[src/rtl/gbfwei_pkg.sv]
// Shared defaults and types for the weight global-buffer FIFO controller.
package gbfwei_pkg;

    // Default RAM geometry: 64 entries of 28-bit weight words.
    localparam int DEF_SRAM_DEPTH_BIT = 6;
    localparam int DEF_SRAM_WIDTH     = 28;

    // Which side of the single RAM port won the most recent contended cycle.
    typedef enum logic {
        GNT_WR = 1'b0,
        GNT_RD = 1'b1
    } grant_t;

endpackage

[src/rtl/gbfwei_arb.sv]
// Two-way round-robin arbiter for the single RAM port.
// An uncontested request is granted directly; when both sides request, the
// side that did not win the previous contended cycle is granted. The
// last-grant memory only moves on contended cycles.
module gbfwei_arb
    import gbfwei_pkg::*;
(
    input  logic clk,
    input  logic rst,
    input  logic req_wr,
    input  logic req_rd,
    output logic gnt_wr,
    output logic gnt_rd
);

    grant_t last_grant_q;
    grant_t last_grant_d;

    // Grant decision and next value of the round-robin memory.
    always_comb begin
        // NOTE: every signal assigned here gets a value before any branch,
        // so no path leaves it unassigned and no latch is inferred.
        gnt_wr       = req_wr && (!req_rd || (last_grant_q == GNT_RD));
        gnt_rd       = req_rd && (!req_wr || (last_grant_q == GNT_WR));
        last_grant_d = last_grant_q;
        if (req_wr && req_rd) begin
            last_grant_d = gnt_wr ? GNT_WR : GNT_RD;
        end
    end

    // Round-robin memory; reset favours the write side on the first contest.
    always_ff @(posedge clk) begin
        // NOTE: state registers use non-blocking assignments so every flop
        // samples values from before the edge, independent of block order.
        if (rst) begin
            last_grant_q <= GNT_RD;
        end else begin
            last_grant_q <= last_grant_d;
        end
    end

endmodule

[src/rtl/gbfwei_fifo_ctrl.sv]
// Circular-buffer controller in front of the single-port weight global-buffer
// RAM. Accepts a valid/ready weight stream, writes it into the RAM and
// replays it in FIFO order as a valid/ready stream. The RAM has a 1-cycle
// registered read, so a read is only issued when the output slot is empty or
// being consumed; this keeps the RAM output register stable as the head word.
// Optional build macro: GBFWEI_FLUSH_EN adds a 'flush' input that clears the
// controller like rst does.
module gbfwei_fifo_ctrl
    import gbfwei_pkg::*;
#(
    parameter int SRAM_DEPTH_BIT = DEF_SRAM_DEPTH_BIT,
    parameter int SRAM_WIDTH     = DEF_SRAM_WIDTH
) (
    input  logic                      clk,
    input  logic                      rst,
`ifdef GBFWEI_FLUSH_EN
    input  logic                      flush,
`endif
    input  logic                      in_valid,
    output logic                      in_ready,
    input  logic [SRAM_WIDTH-1:0]     in_data,
    output logic                      out_valid,
    input  logic                      out_ready,
    output logic [SRAM_WIDTH-1:0]     out_data,
    output logic [SRAM_DEPTH_BIT:0]   occupancy,
    output logic [SRAM_DEPTH_BIT-1:0] ram_addr_w,
    output logic [SRAM_DEPTH_BIT-1:0] ram_addr_r,
    output logic                      ram_write_en,
    output logic                      ram_read_en,
    output logic [SRAM_WIDTH-1:0]     ram_data_in,
    input  logic [SRAM_WIDTH-1:0]     ram_data_out
);

    localparam int                        SRAM_DEPTH = 2 ** SRAM_DEPTH_BIT;
    localparam int                        CNT_W      = SRAM_DEPTH_BIT + 1;
    localparam logic [CNT_W-1:0]          CNT_FULL   = CNT_W'(SRAM_DEPTH);
    localparam logic [CNT_W-1:0]          CNT_ONE    = CNT_W'(1);
    localparam logic [SRAM_DEPTH_BIT-1:0] PTR_ONE    = SRAM_DEPTH_BIT'(1);

    // Combined clear: rst, and flush when the feature is built in.
    logic clr;
`ifdef GBFWEI_FLUSH_EN
    assign clr = rst || flush;
`else
    assign clr = rst;
`endif

    logic [SRAM_DEPTH_BIT-1:0] wr_ptr_q, wr_ptr_d;
    logic [SRAM_DEPTH_BIT-1:0] rd_ptr_q, rd_ptr_d;
    logic [CNT_W-1:0]          ram_cnt_q, ram_cnt_d;
    logic                      out_valid_q, out_valid_d;
    logic                      req_wr, req_rd;
    logic                      gnt_wr, gnt_rd;

    // Port requests; both are suppressed in a clear cycle so no strobe leaks.
    always_comb begin
        req_wr = !clr && in_valid && (ram_cnt_q != CNT_FULL);
        req_rd = !clr && (ram_cnt_q != '0) && (!out_valid_q || out_ready);
    end

    gbfwei_arb u_arb (
        .clk    (clk),
        .rst    (clr),
        .req_wr (req_wr),
        .req_rd (req_rd),
        .gnt_wr (gnt_wr),
        .gnt_rd (gnt_rd)
    );

    // Pointer, count and output-slot updates from the granted operation.
    always_comb begin
        wr_ptr_d    = wr_ptr_q;
        rd_ptr_d    = rd_ptr_q;
        ram_cnt_d   = ram_cnt_q;
        out_valid_d = out_valid_q;
        if (gnt_wr) begin
            wr_ptr_d  = wr_ptr_q + PTR_ONE;
            ram_cnt_d = ram_cnt_q + CNT_ONE;
        end
        if (gnt_rd) begin
            rd_ptr_d    = rd_ptr_q + PTR_ONE;
            ram_cnt_d   = ram_cnt_q - CNT_ONE;
            out_valid_d = 1'b1;
        end else if (out_valid_q && out_ready) begin
            out_valid_d = 1'b0;
        end
    end

    // Controller state registers.
    always_ff @(posedge clk) begin
        // NOTE: the RAM array itself is never cleared; zeroing the pointers
        // and count is enough because stale entries become unreachable.
        if (clr) begin
            wr_ptr_q    <= '0;
            rd_ptr_q    <= '0;
            ram_cnt_q   <= '0;
            out_valid_q <= 1'b0;
        end else begin
            wr_ptr_q    <= wr_ptr_d;
            rd_ptr_q    <= rd_ptr_d;
            ram_cnt_q   <= ram_cnt_d;
            out_valid_q <= out_valid_d;
        end
    end

    assign in_ready     = gnt_wr;
    assign ram_write_en = gnt_wr;
    assign ram_read_en  = gnt_rd;
    assign ram_addr_w   = wr_ptr_q;
    assign ram_addr_r   = rd_ptr_q;
    assign ram_data_in  = in_data;
    assign out_valid    = out_valid_q;
    assign out_data     = ram_data_out;
    assign occupancy    = ram_cnt_q + CNT_W'(out_valid_q);

endmodule
[config.mk]
export PLATFORM = sky130hd
export DESIGN_NAME = gbfwei_fifo_ctrl
export DESIGN_NICKNAME = d
export VERILOG_FILES = /design/src/rtl/gbfwei_pkg.sv /design/src/rtl/gbfwei_arb.sv /design/src/rtl/gbfwei_fifo_ctrl.sv
export SDC_FILE = /design/constraint.sdc
export NUM_CORES = 1
export LEC_CHECK = 0
export ABC_AREA = 1
export CAP_MARGIN = 20
export CORE_MARGIN = 4
export CORE_UTILIZATION = 36
export DETAILED_ROUTE_END_ITERATION = 12
export GPL_ROUTABILITY_DRIVEN = 0
export MAX_ROUTING_LAYER = met4
export PLACE_DENSITY = 0.95
export SKIP_LAST_GASP = 1
export SYNTH_ARGS = -nofsm -noshare
export SYNTH_HDL_FRONTEND = slang
export SYNTH_HIERARCHICAL = 1
export SYNTH_SLANG_ARGS = --single-unit
[constraint.sdc]
create_clock -name clk -period 8 [get_ports clk]
set_input_delay 1.6 -clock clk [delete_from_list [all_inputs] [get_ports clk]]
set_output_delay 1.6 -clock clk [all_outputs]
set_load 0.02 [all_outputs]
[Word-level counts from Yosys, hierarchy flattened]
Cells that the tools add are included.
Operators by class
  add/sub/neg operators: 5
  equality and inequality tests: 1
  mux-type cells: 5
  bitwise logic cells: 1
  reductions and logical operators: 18
Operators with widths (count)
  2-to-1 mux 7 bit: 2
  adder 6 x 1 -> 6 bit (second input constant): 2
  logical AND 1 bit: 8
  adder 7 x 1 -> 7 bit: 1
  adder 7 x 1 -> 7 bit (second input constant): 1
  != test 7 bit (second input constant): 1
  nonzero test 7 bit: 1
  subtractor 7 x 1 -> 7 bit (second input constant): 1
  zero test 1 bit: 4
  nonzero test 2 bit: 2
  logical OR 1 bit: 3
  2-to-1 mux 1 bit: 3
  inverter 1 bit: 1
Word-level totals
  register bits after elaboration: 21
  input port bits: 60
  output and inout bits: 79
  word-level logic and storage cells: 35

[Depth between registers and ports, before layout]
  depth in word-level cells: 8
  gate-level depth with buffers: 16
  mapped depth without buffers: 15

[Cells and area by module]
The synthesis kept the hierarchy.
Modules (own cells, without submodules)
  gbfwei_fifo_ctrl: times used 1, cells each 224, area each 1671.6 µm², sequential area each 400.4 µm²
  gbfwei_arb: times used 1, cells each 9, area each 60.1 µm², sequential area each 20.0 µm²

[Worst setup path after synthesis]
No wires, ideal clock.
  kind: input to output
  start point: in rst
  end point: out ram_write_en
  arrival: 2.896 ns
  slack: 3.504 ns
  stages: 6
  path buffers: 3
  cell sequence: buf_2 > inv_1 > buf_4 > o211a_1 > a21boi_1 > buf_4
On the way
  elaborated cells on any way between the ends: 8
  classes of those cells: 8 x reduce/logical
RTL lines
  start: declaration: RTL line gbfwei_fifo_ctrl.sv:15  | input logic rst,
  zero test 1 bit: RTL line gbfwei_fifo_ctrl.sv:57  | req_wr = !clr && in_valid && (ram_cnt_q != CNT_FULL);
  logical AND 1 bit (2 in series): RTL line gbfwei_fifo_ctrl.sv:57
  net req_wr: RTL line gbfwei_fifo_ctrl.sv:52  | logic req_wr, req_rd;
  logical AND 1 bit: RTL line gbfwei_arb.sv:23  | gnt_wr = req_wr && (!req_rd || (last_grant_q == GNT_RD));
  end: declaration: RTL line gbfwei_fifo_ctrl.sv:28  | output logic ram_write_en,
The timed path passes the listed nets, and every way through them passes these cells.

[Final worst setup path]
  start point: in rst
  end point: out in_ready
On the way
  elaborated cells on any way between the ends: 8
  classes of those cells: 8 x reduce/logical
RTL lines
  zero test 1 bit: RTL line gbfwei_fifo_ctrl.sv:57
  logical AND 1 bit (2 in series): RTL line gbfwei_fifo_ctrl.sv:57
  net req_wr: RTL line gbfwei_fifo_ctrl.sv:52
  logical AND 1 bit: RTL line gbfwei_arb.sv:23
  end: declaration: RTL line gbfwei_fifo_ctrl.sv:20  | output logic in_ready,
The timed path passes the listed nets, and every way through them passes these cells.

==> summary.txt <==
warnings from Yosys: 6
Required @ worst endpoint: 6.40 ns
Initial Util: 38.4%
Hold Path Class: reg -> reg
commonest non-fill, non-tap cells in the layout: nand2_1, clkdlybuf4s50_1, inv_1, dfxtp_1, nor2_1
I/O pins: 139
CP Capture Type: primary output
pwr/cell area: 288 nW/um2
Clock Sinks: 21
Iter 0 DRT Violations: 156
die extent in x: 77.4 um
largest family of logic cells by synthesized area: buffers and inverters
core area: 4500 um2
Synth area leaders: buf_4, dfxtp_1, ha_1
DP Wirelength: 2420 um
Worst IR Drop VDD: 0.0000844 V
setup TNS: 0 ns
Avg Cell Area, Syn: 7.43 um2
status: complete, no violations
clock latency on the worst-skew pair: 0.25 ns
area delta synth->final: -4.84%
Max Buffers Root-to-Sink: 2
Synth cell types: 30
cell count of the worst reg-to-reg path: 15
largest area contributor in the netlist: buf_4
sequential area share after synthesis: 24.3%
Final min period: 6.00 ns
DRC Markers: 0
Post-CTS Setup Repair Bufs: 0
Slew Limit Headroom: 35.3%
Finish-stage setup viols: 0
DRT antenna net count: 0
die area: 5980 um2
Fillers: 463
initial antenna violation count: 0
hold wc startpoint: u_arb/last_grant_q
Tot Pwr: 474 uW
final core utilization: 36.6%
first-pass GRT wire length: 5440 um
Hold Violations, Final: 0
total wire length: 3080 um
routed len/inst: 12.1 um
final instance area: 1650 um2
cts hold-fix bufs: 0
final hold slack: 0.498 ns
htree depth: 1
Pre-antenna DRT Iters: 4
share of layout cells above drive strength 1: 8.87%
fin crit share: 75.0%
CTS tree: yes
XOR/XNOR Fraction of Synth Area: 4.05%
Sequential cell area: 420 um2
Synth Area in Compound Gates: 10.3%
Critical Path AT: 4.40 ns
max cap viols: 0
RSZ-0062 raised after global routing: false
commonest non-fill, non-tap cell in the layout: nand2_1
clock root buffer: clkbuf_8
post-synthesis register bit count: 21
post-cts sizing count: 0
Ant. Diodes: 0
Multi-input gate area: 762 um2
Nets: 274
Crit Path Class: in -> out
Hold Crit Depth: 2
# rows: 24
mux contribution to synthesized area: 0%
Synth Area in Simple Gates: 22.0%
routed vias/inst: 4.98
f_max: 167 MHz
Worst setup SP type: primary input
worst r2r src: ram_cnt_q[2]
Yosys top cell area share: 25.1%
Vias: 1271
Critical Path Fanout Max: 14
largest net degree at the start of global routing: 15
Port-buffer cells: 26
cells after synthesis: 233
Lkg Pwr: 0.000733 uW
GRT Total Usage: 10.9%
Syn Nets: 303
Synth Area in Adders: 7.66%
Layout Skew: 0.00185 ns
WHS Endpoint: u_arb/last_grant_q
CTS clk-pin slew, worst paths: 0.07 ns
reg-to-reg endpoint: ram_cnt_q[4]
FF-to-FF setup slack: 5.13 ns
Final Slew Violations: 0
Worst Tran Pin Value: 0.968 ns
vias in the first global route: 1221
die height: 77.4 um
cts bufs inserted: 3
GRT overflow: 0
placed cell area: 1600 um2
Syn Std Cell Area: 1730 um2
## how the worst max path moves through the flow
stage / slack [ns] / end / start
global placement: 2.06 / in_ready / rst
detailed placement: 1.99 / in_ready / rst
floorplan: 3.50 / ram_write_en / rst
finish: 2.00 / in_ready / rst
CTS: 1.98 / in_ready / rst
global route: 1.69 / in_ready / rst
## cells by family (layout without fill, tap and decap cells)
family                     after synthesis  count (layout)
DFF                                     21              21
buffers and inverters                   84              54
adders and majority gates               10              10
xor gates and xnor gates                 8               8
and+or+nand+nor                         77              77
AOI/OAI and AO/OA                       33              33
## cell usage after synthesis
master,instances
buf_6,2
inv_2,1
dfxtp_1,21
nor3b_2,1
xnor2_1,1
xor2_1,7
clkinv_1,1
nor2_4,3
ha_1,9
nor3_2,1
a21oi_1,17
nor3_1,5
fa_1,1
nor4_1,1
inv_1,21
nand3_1,12
o21ai_2,1
nand2_4,1
or2_1,1
o21ai_1,3
nand2_2,4
a21boi_1,2
nor2_1,19
nand3b_1,1
o21ai_0,9
nand3_2,1
nand2_1,27
buf_4,58
o211a_1,1
buf_2,1
## critical path, cell delays in order
cell and delay (ns):
clkdlybuf4s50_1 0.61, inv_1 0.37, o211a_1 0.25, a21boi_1 0.79, clkdlybuf4s50_1 0.77
## layout make-up
cell class                      instances  share of cell area (%)
Inverter                               23                    5.24
Timing Repair Buffer                   27                    16.2
Clock buffer                            3                    2.51
Sequential cell                        21                    25.5
Clock inverter                          1                   0.304
Multi-Input combinational cell        128                    46.2
Tap cell                               52                    3.95
## power breakdown
part / switching (uW) / internal (uW)
registers: 30.7 / 125
clock network: 32.3 / 34.6
logic: 144 / 108
total: 207 / 267
## metal layers
layer / wire (um) / GRT usage (%) / vias to the layer above
li1: - / - / 625
met1: 1240 / 12.4 / 580
met2: 1480 / 18.3 / 48
met3: 290 / 2.20 / 18
met4: 61 / 5.69 / 0
met5: 0 / - / -
## state kept, by name, indices dropped and copies added, names as in the netlist
| signal | count |
|---|---|
| out_valid | 1 |
| ram_addr_w | 6 |
| u_arb/last_grant_q | 1 |
| ram_addr_r | 6 |
| ram_cnt_q | 7 |
## through the flow
step	std cells	setup WS, ns
floorplan	233	3.50
CTS	255	1.98
detailed placement	251	1.99
finish	255	2.00
global placement	251	2.06
global route	255	1.69
Power figures use the tool's default switching activity.
